File: src/rtl/seven_seg_pkg.sv
// rtl/seven_seg_pkg.sv - shared segment patterns and digit index type for seven_seg_driver
package seven_seg_pkg;

  typedef logic [1:0] digit_idx_t;

  // Active-low {g,f,e,d,c,b,a}; dp is merged separately by the top level
  localparam logic [6:0] SEG_0     = 7'h40;
  localparam logic [6:0] SEG_1     = 7'h79;
  localparam logic [6:0] SEG_2     = 7'h24;
  localparam logic [6:0] SEG_3     = 7'h30;
  localparam logic [6:0] SEG_4     = 7'h19;
  localparam logic [6:0] SEG_5     = 7'h12;
  localparam logic [6:0] SEG_6     = 7'h02;
  localparam logic [6:0] SEG_7     = 7'h78;
  localparam logic [6:0] SEG_8     = 7'h00;
  localparam logic [6:0] SEG_9     = 7'h10;
  localparam logic [6:0] SEG_BLANK = 7'h7F;

  localparam digit_idx_t DP_DIGIT = 2'd2;

  localparam logic [3:0] DRV_ALL_OFF = 4'hF;
  localparam logic [7:0] SEG_ALL_OFF = 8'hFF;

endpackage

File: src/rtl/seven_seg_driver_if.sv
// rtl/seven_seg_driver_if.sv - digit/brightness inputs and display pin outputs of seven_seg_driver
interface seven_seg_driver_if;
  logic [3:0] BCD3;
  logic [3:0] BCD2;
  logic [3:0] BCD1;
  logic [3:0] BCD0;
  logic [7:0] PWM;
  logic [3:0] SegmentDrivers;
  logic [7:0] SevenSegment;

  modport master (
    output BCD3, BCD2, BCD1, BCD0, PWM,
    input  SegmentDrivers, SevenSegment
  );

  modport slave (
    input  BCD3, BCD2, BCD1, BCD0, PWM,
    output SegmentDrivers, SevenSegment
  );
endinterface

File: src/rtl/seven_seg_driver_bcd_to_seg.sv
// rtl/seven_seg_driver_bcd_to_seg.sv - combinational BCD to active-low 7-segment decoder
module bcd_to_seg
  import seven_seg_pkg::*;
(
  input  logic [3:0] bcd_i,
  output logic [6:0] seg_o
);

  always_comb begin
    seg_o = SEG_BLANK;
    case (bcd_i)
      4'd0:    seg_o = SEG_0;
      4'd1:    seg_o = SEG_1;
      4'd2:    seg_o = SEG_2;
      4'd3:    seg_o = SEG_3;
      4'd4:    seg_o = SEG_4;
      4'd5:    seg_o = SEG_5;
      4'd6:    seg_o = SEG_6;
      4'd7:    seg_o = SEG_7;
      4'd8:    seg_o = SEG_8;
      4'd9:    seg_o = SEG_9;
      default: seg_o = SEG_BLANK;
    endcase
  end

endmodule

File: src/rtl/seven_seg_driver.sv
// rtl/seven_seg_driver.sv - 4-digit multiplexed 7-segment driver with PWM dimming; SEVEN_SEG_LZ_BLANK_EN blanks a leading zero
module seven_seg_driver
  import seven_seg_pkg::*;
#(
  parameter int DIGIT_SEL_LSB = 18
) (
  input  logic               Clk_100M,
  input  logic               Reset,
  seven_seg_driver_if.slave  disp
);

  localparam int CW = DIGIT_SEL_LSB + 2;

  logic [CW-1:0] cnt_q, cnt_d;
  logic [3:0]    drv_q, drv_d;
  logic [7:0]    seg_q, seg_d;

  digit_idx_t    sel;
  logic          lit;
  logic [3:0]    bcd_sel;
  logic [6:0]    seg_raw;
  logic [6:0]    seg7;
  logic          dp_n;

  always_comb begin
    sel = cnt_q[DIGIT_SEL_LSB+1:DIGIT_SEL_LSB];
    lit = (cnt_q[7:0] < disp.PWM);
    case (sel)
      2'd0:    bcd_sel = disp.BCD0;
      2'd1:    bcd_sel = disp.BCD1;
      2'd2:    bcd_sel = disp.BCD2;
      default: bcd_sel = disp.BCD3;
    endcase
  end

  bcd_to_seg u_dec (
    .bcd_i (bcd_sel),
    .seg_o (seg_raw)
  );

`ifdef SEVEN_SEG_LZ_BLANK_EN
  // Leading hours zero is suppressed but its enable stays asserted
  assign seg7 = ((sel == 2'd3) && (disp.BCD3 == 4'd0)) ? SEG_BLANK : seg_raw;
`else
  assign seg7 = seg_raw;
`endif

  assign dp_n = (sel != DP_DIGIT);

  always_comb begin
    cnt_d = cnt_q + 1'b1;
    drv_d = DRV_ALL_OFF;
    seg_d = SEG_ALL_OFF;
    if (lit) begin
      drv_d = ~(4'b0001 << sel);
      seg_d = {dp_n, seg7};
    end
  end

  always_ff @(posedge Clk_100M) begin
    if (Reset) begin
      cnt_q <= '0;
      drv_q <= DRV_ALL_OFF;
      seg_q <= SEG_ALL_OFF;
    end else begin
      cnt_q <= cnt_d;
      drv_q <= drv_d;
      seg_q <= seg_d;
    end
  end

  assign disp.SegmentDrivers = drv_q;
  assign disp.SevenSegment   = seg_q;

endmodule

File: src/flat_wrapper.sv
// flat-port wrapper written by rule: the top's interface ports become plain ports
module seven_seg_driver_flat import seven_seg_pkg::*;
#(
  parameter int DIGIT_SEL_LSB = 18
)
  (Clk_100M, Reset, disp_BCD3, disp_BCD2, disp_BCD1, disp_BCD0, disp_PWM, disp_SegmentDrivers, disp_SevenSegment);
  seven_seg_driver_if disp_i ();
  input  logic Clk_100M;
  input  logic Reset;
  input wire logic [$bits(disp_i.BCD3)-1:0] disp_BCD3;
  input wire logic [$bits(disp_i.BCD2)-1:0] disp_BCD2;
  input wire logic [$bits(disp_i.BCD1)-1:0] disp_BCD1;
  input wire logic [$bits(disp_i.BCD0)-1:0] disp_BCD0;
  input wire logic [$bits(disp_i.PWM)-1:0] disp_PWM;
  output wire logic [$bits(disp_i.SegmentDrivers)-1:0] disp_SegmentDrivers;
  output wire logic [$bits(disp_i.SevenSegment)-1:0] disp_SevenSegment;
  assign disp_i.BCD3 = disp_BCD3;
  assign disp_i.BCD2 = disp_BCD2;
  assign disp_i.BCD1 = disp_BCD1;
  assign disp_i.BCD0 = disp_BCD0;
  assign disp_i.PWM = disp_PWM;
  assign disp_SegmentDrivers = disp_i.SegmentDrivers;
  assign disp_SevenSegment = disp_i.SevenSegment;
  seven_seg_driver #(.DIGIT_SEL_LSB(DIGIT_SEL_LSB)) u_core (.Clk_100M(Clk_100M), .Reset(Reset), .disp(disp_i));
endmodule
File: config.mk
export PLATFORM = sky130hd
export DESIGN_NAME = seven_seg_driver_flat
export DESIGN_NICKNAME = d
export VERILOG_FILES = /design/src/rtl/seven_seg_pkg.sv /design/src/rtl/seven_seg_driver_if.sv /design/src/rtl/seven_seg_driver_bcd_to_seg.sv /design/src/rtl/seven_seg_driver.sv /design/src/flat_wrapper.sv
export SDC_FILE = /design/constraint.sdc
export NUM_CORES = 1
export LEC_CHECK = 0
export CORE_MARGIN = 1.5
export CORE_UTILIZATION = 25
export CTS_BUF_LIST = sky130_fd_sc_hd__clkbuf_4 sky130_fd_sc_hd__clkbuf_8 sky130_fd_sc_hd__clkbuf_16
export CTS_CLUSTER_DIAMETER = 120
export CTS_CLUSTER_SIZE = 25
export DETAILED_ROUTE_END_ITERATION = 7
export GPL_ROUTABILITY_DRIVEN = 0
export PLACE_DENSITY_LB_ADDON = 0.05
export SYNTH_ARGS = -nofsm -noshare
export SYNTH_HDL_FRONTEND = slang
export SYNTH_SLANG_ARGS = --single-unit
File: constraint.sdc
create_clock -name Clk_100M -period 2.69 [get_ports Clk_100M]
set_input_delay 0.538 -clock Clk_100M [delete_from_list [all_inputs] [get_ports Clk_100M]]
set_output_delay 0.538 -clock Clk_100M [all_outputs]
set_load 0.02 [all_outputs]
# Yosys cells after proc, flatten, opt, wreduce, memory -nomap -nowiden
# Memory sizes are Yosys's and may differ from the RTL's. A register that Yosys moved wholly into a read port is not among the register bits.
# Index checks and enable logic that the tools add are counted.
[totals]
output_inout_bits = 12
regBits = 32
word_cells = 15
input_bits = 26
n_memories = 1
romBits = 112
[classes]
n_shift = 1
order_cmp = 1
n_mux = 1
reduce_logical = 2
bitwise = 2
eq_ne = 3
n_addsub = 1
[memory_table]
columns = ["memory", "depth", "word_bits", "read_ports", "rd_ports_with_merged_regs", "wr", "line_no", "source"]
rows = [
  ["(no name shown)", 16, 7, 1, 1, 0, "seven_seg_driver_bcd_to_seg.sv:11", "case (bcd_i)"],
]
[ops]
columns = ["cell", "n"]
rows = [
  ["20-bit by 1-bit adder with 20-bit output (second input constant)", 1],
  ["4-bit one-hot mux with 3 select lines", 1],
  ["8-bit < comparator", 1],
  ["4-bit NOT", 1],
  ["1-bit by 2-bit left shift with 4-bit output (first input constant)", 1],
  ["2-bit by 1-bit equality test with 1-bit output (second input constant)", 1],
  ["2-bit equality test (second input constant)", 1],
  ["2-bit zero test", 1],
  ["2-bit != test (second input constant)", 1],
  ["2-bit OR reduction", 1],
  ["1-bit NOT", 1],
]

# Longest topological paths before layout
[logic_depth]
depth_word = 3
mapped_depth = 8
ltp_nobuf = 7

# Hierarchy
# A second synthesis with hierarchy kept.
[hier_totals]
cells_unflattened = 191
area_unflattened_um2 = 1686.6
[modules_own_cells]
columns = ["module", "cells_per_inst", "instances", "seq_area_each_um2", "area_each_um2"]
rows = [
  ["seven_seg_driver", 160, 1, 620.6, 1486.4],
  ["bcd_to_seg", 31, 1, 0.0, 200.2],
]

# Least setup slack after synthesis
# No wires, ideal clock.
[synth_timing]
kind = "input to register"
from = "in disp_PWM[1]"
to = "reg u_core.drv_q[2], in the netlist u_core.disp.SegmentDrivers[2]"
n_path_buf = 1
t_arrival_ns = 1.795
slack_ns = 0.757
stages = 7
setup_ns = 0.138
t_required_ns = 2.552
path_cell_list = "inv_1 > ha_1 > o211ai_1 > a21oi_1 > o41ai_1 > clkbuf_1 > nand4b_1"
[synth_via]
elab_chain_len = 3
[synth_lines]
columns = ["item", "line_no", "source"]
rows = [
  ["start: declaration", "flat_wrapper.sv:14", "input wire logic [$bits(disp_i.PWM)-1:0] disp_PWM;"],
  ["8-bit < comparator", "seven_seg_driver.sv:27", "lit = (cnt_q[7:0] < disp.PWM);"],
  ["1-bit NOT (no line)", "n/a", ""],
  ["2-bit OR reduction (no line)", "n/a", ""],
  ["end signal: assignment", "seven_seg_driver.sv:67", "drv_q <= drv_d;"],
  ["end: declaration", "seven_seg_driver.sv:15", "logic [3:0] drv_q, drv_d;"],
]
# No other way between the ends.
# A chain may end at the register's enable or synchronous reset.

# Worst setup path in the final report
[layout_timing]
from = "reg u_core.cnt_q[18]"
to = "reg u_core.seg_q[3], in the netlist u_core.disp.SevenSegment[3]"
[layout_via]
elab_chain_len = 2
word_cells_on_any_way = 4
classes_between = "eq/ne: 2; mux: 1; reduce/logical: 1"
[layout_lines]
columns = ["item", "line_no", "source"]
rows = [
  ["start: declaration", "seven_seg_driver.sv:14", "logic [CW-1:0] cnt_q, cnt_d;"],
  ["start signal: assignment", "seven_seg_driver.sv:66", "cnt_q <= cnt_d;"],
  ["2-bit equality test (tied with other cells)", "seven_seg_driver.sv:28", "case (sel)"],
  ["4-bit one-hot mux with 3 select lines *", "seven_seg_driver.sv:28", ""],
  ["end: declaration", "seven_seg_driver.sv:16", "logic [7:0] seg_q, seg_d;"],
]
# Every way passes the cells marked *; elsewhere a longest branch is shown, timed or not.

==> impl_metrics.py <==
metrics = {
    "global_routing": {
        "antenna_found_initial": 0,
        "grt_pass1_wl_um": 6000,
        "grt_max_degree": 21,
        "grt_usage_pct": 11.1,
        "grt_overflow": 0,
        "first_global_vias": 1292,
    },
    "critical_path": {
        "r2r_end": "u_core.disp.SevenSegment[3]$_SDFF_PP1_",
        "r2r_setup_slack_ps": 540,
        "cp.required_ps": 2850,
        "rr_worst_depth": 5,
        "path_max_fanout": 11,
        "cp.arrival_ps": 2310,
        "start_kind": "flip-flop",
        "rr_startpoint": "u_core.cnt_q[18]$_SDFF_PP0_",
        "cp-end-kind": "flip-flop",
        "path_class": "reg -> reg",
    },
    "yosys": {
        "yosys-top-cells-area": "dfxtp_1, ha_1, mux4_2, xor2_1, nand3_1",
        "yosysSeqAreaShare_pct": 38.8,
        "yosys_warnings": 0,
        "async_flop_share_pct": 0,
        "synth_flop_cell": "dfxtp_1",
        "yosysTopAreaCell": "dfxtp_1",
        "yosysTopAreaCellShare_pct": 38.8,
        "synth-edff-count": 0,
        "ys_types": 38,
        "synth_cells": 177,
        "yosys_register_bits": 31,
        "syn_nets": 214,
        "synth_area_mm2": 0.00160,
        "syn_area_per_cell_um2": 9.03,
    },
    "clocking": {
        "cts_sinks": 31,
        "worstSkewPairLatency_ps": 280,
        "cts_buffer_depth": 2,
        "cts_hold_buf": 0,
        "h-tree-depth": 2,
        "clock-root-buffer": "clkbuf_8",
        "clk_pin_slew_worst_paths_ps": 60,
        "cts_resized": 0,
        "cts_buffers": 5,
        "post-cts-setup-buffers": 0,
        "cts_tree": "yes",
    },
    "route": {
        "viasPerCell": 4.76,
        "vias": 1377,
        "routedWlPerCell_um": 12.7,
        "finalWirelength_um": 3680,
        "ant_nets": 0,
        "drt_iter0_markers": 26,
        "drcViolationCount": 0,
        "firstDrtPassIters": 4,
    },
    "layout": {
        "fin_nets": 251,
        "drive_gt1_share_pct": 8.41,
        "n_fill_cell": 644,
        "synthToLayoutAreaGrowth_pct": 33.4,
        "multi_input_area_um2": 888,
        "stdcell_count": 289,
        "final_cell_mix": "clkdlybuf4s50_1, dfxtp_1, nor2_1",
        "register_area_um2": 621,
        "final_area_mm2": 0.00213,
        "antenna_cells": 0,
        "final_common_cell": "clkdlybuf4s50_1",
    },
    "floorplan": {
        "ios": 38,
        "row_count": 28,
        "die-area_mm2": 0.00688,
        "die_w_um": 82.9,
        "die_h_um": 82.9,
        "coreArea_mm2": 0.00606,
        "start_util_pct": 26.4,
    },
    "hold_path": {
        "hold_path_end": "u_core.cnt_q[0]$_SDFF_PP0_",
        "hold_start": "u_core.cnt_q[0]$_SDFF_PP0_",
        "min_path_cells": 1,
        "hold_class": "reg -> reg",
    },
    "status": {
        "outcome": "completed",
    },
    "place": {
        "dp_cells": 282,
        "placed_area_mm2": 0.00204,
        "numPortBuffers": 37,
        "dp_slack_ps": 327,
        "place_hpwl_um": 2790,
    },
    "timing": {
        "maxSlewViolCount": 0,
        "rsz0062_at_grt": "no",
        "tightest_slew_ps": 489,
        "finalHoldViolCount": 0,
        "setup_violations": 0,
        "period_share_pct": 79.9,
        "clock_skew_ps": 4.16,
        "setup_tns_ps": 0,
        "period_minus_slack_ps": 2150,
        "slew-limit-headroom_pct": 67.3,
        "timing.fmax_ghz": 0.465,
        "setup_slack_ps": 540,
    },
    "power": {
        "p_per_area_mw_per_mm2": 457,
        "ir_worst_vdd_mv": 0.151,
        "fin_total_pwr_mw": 0.974,
        "leakage_nw": 0.795,
    },
    "run": {
        "drv_cap": 0,
    },
}
worst max-delay path: stages (launching register included):
cell and delay, ps:
dfxtp_1 630, mux4_2 670, ha_1 330, o21a_1 190, nor3_1 130, nand3_1 90
how the worst max path moves through the flow:
stage,from,to,slack [ps],depth (start not counted)
final,u_core.cnt_q[18]$_SDFF_PP0_,u_core.disp.SevenSegment[3]$_SDFF_PP1_,540,5
after global routing,u_core.cnt_q[18]$_SDFF_PP0_,u_core.disp.SevenSegment[3]$_SDFF_PP1_,350,6
after CTS,u_core.cnt_q[18]$_SDFF_PP0_,u_core.disp.SevenSegment[3]$_SDFF_PP1_,510,5
after detailed placement,disp_BCD2[1],u_core.disp.SevenSegment[3]$_SDFF_PP1_,330,6
after global placement,disp_BCD3[1],u_core.disp.SevenSegment[3]$_SDFF_PP1_,350,6
after floorplan,disp_PWM[1],u_core.disp.SegmentDrivers[2]$_SDFF_PP1_,760,7
cells by family (layout without fill, tap and decap cells):
| group | count (synthesis) | in the layout | synth area share (%) |
|---|---|---|---|
| AOI/OAI and AO/OA | 26 | 26 | 10.0 |
| xor gates and xnor gates | 13 | 13 | 7.13 |
| adders and majority gates | 11 | 11 | 8.61 |
| buffers and inverters | 23 | 60 | 6.03 |
| DFF | 31 | 31 | 38.8 |
| muxes | 4 | 4 | 5.64 |
| and+or+nand+nor | 69 | 69 | 23.7 |
layer usage:
metal,GRT usage (%),part of all wire [%],vias to the layer above
met5,0,0,-
met4,5.15,1.5,0
met3,3.88,6.0,5
met2,18.6,46,43
met1,12.5,46,626
li1,-,-,703
state kept, by name (all words and copies together) (netlist names):
register                    cells
u_core.disp.SevenSegment        7
u_core.disp.SegmentDrivers      4
u_core.cnt_q                   20
area by class of cell:
type / instances / share of cell area [%]
multi-input combinational: 123 / 41.7
sequential: 31 / 29.1
timing repair buffer: 40 / 18.4
tap: 75 / 4.40
clock buffer: 6 / 3.87
inverter: 13 / 2.29
clock inverter: 1 / 0.235
synth_stat cells (2+ instances only):
| library cell | instances |
|---|---|
| nand3_1 | 13 |
| and2_1 | 2 |
| nand4b_1 | 2 |
| buf_4 | 2 |
| xnor2_1 | 5 |
| nand4_1 | 7 |
| ha_1 | 11 |
| o31ai_1 | 2 |
| or4_1 | 2 |
| and4_1 | 2 |
| inv_1 | 13 |
| nor3_1 | 4 |
| mux4_2 | 4 |
| or3_1 | 4 |
| dfxtp_1 | 31 |
| xor2_1 | 8 |
| clkbuf_1 | 6 |
| nand2_1 | 7 |
| buf_2 | 2 |
| nor2b_1 | 2 |
| nor2_1 | 15 |
| o21a_1 | 2 |
| nor4_1 | 2 |
| a21oi_1 | 9 |
| o21ai_0 | 5 |
| o22ai_1 | 3 |
through the flow:
step                      utilization, %  hold slack, ps
after floorplan                        -             441
after global routing                35.2             524
final                               35.2             491
after CTS                           35.2             495
after global placement              33.7             469
after detailed placement            33.7             479
power by group:
| part | switching (mW) | internal, mW | leakage [nW] | total [mW] |
|---|---|---|---|---|
| clock network | 0.168 | 0.200 | 0.0470 | 0.368 |
| logic | 0.0545 | 0.0730 | 0.495 | 0.127 |
| registers | 0.00716 | 0.471 | 0.253 | 0.478 |
| total | 0.230 | 0.745 | 0.795 | 0.974 |
Power figures use the tool's default switching activity.
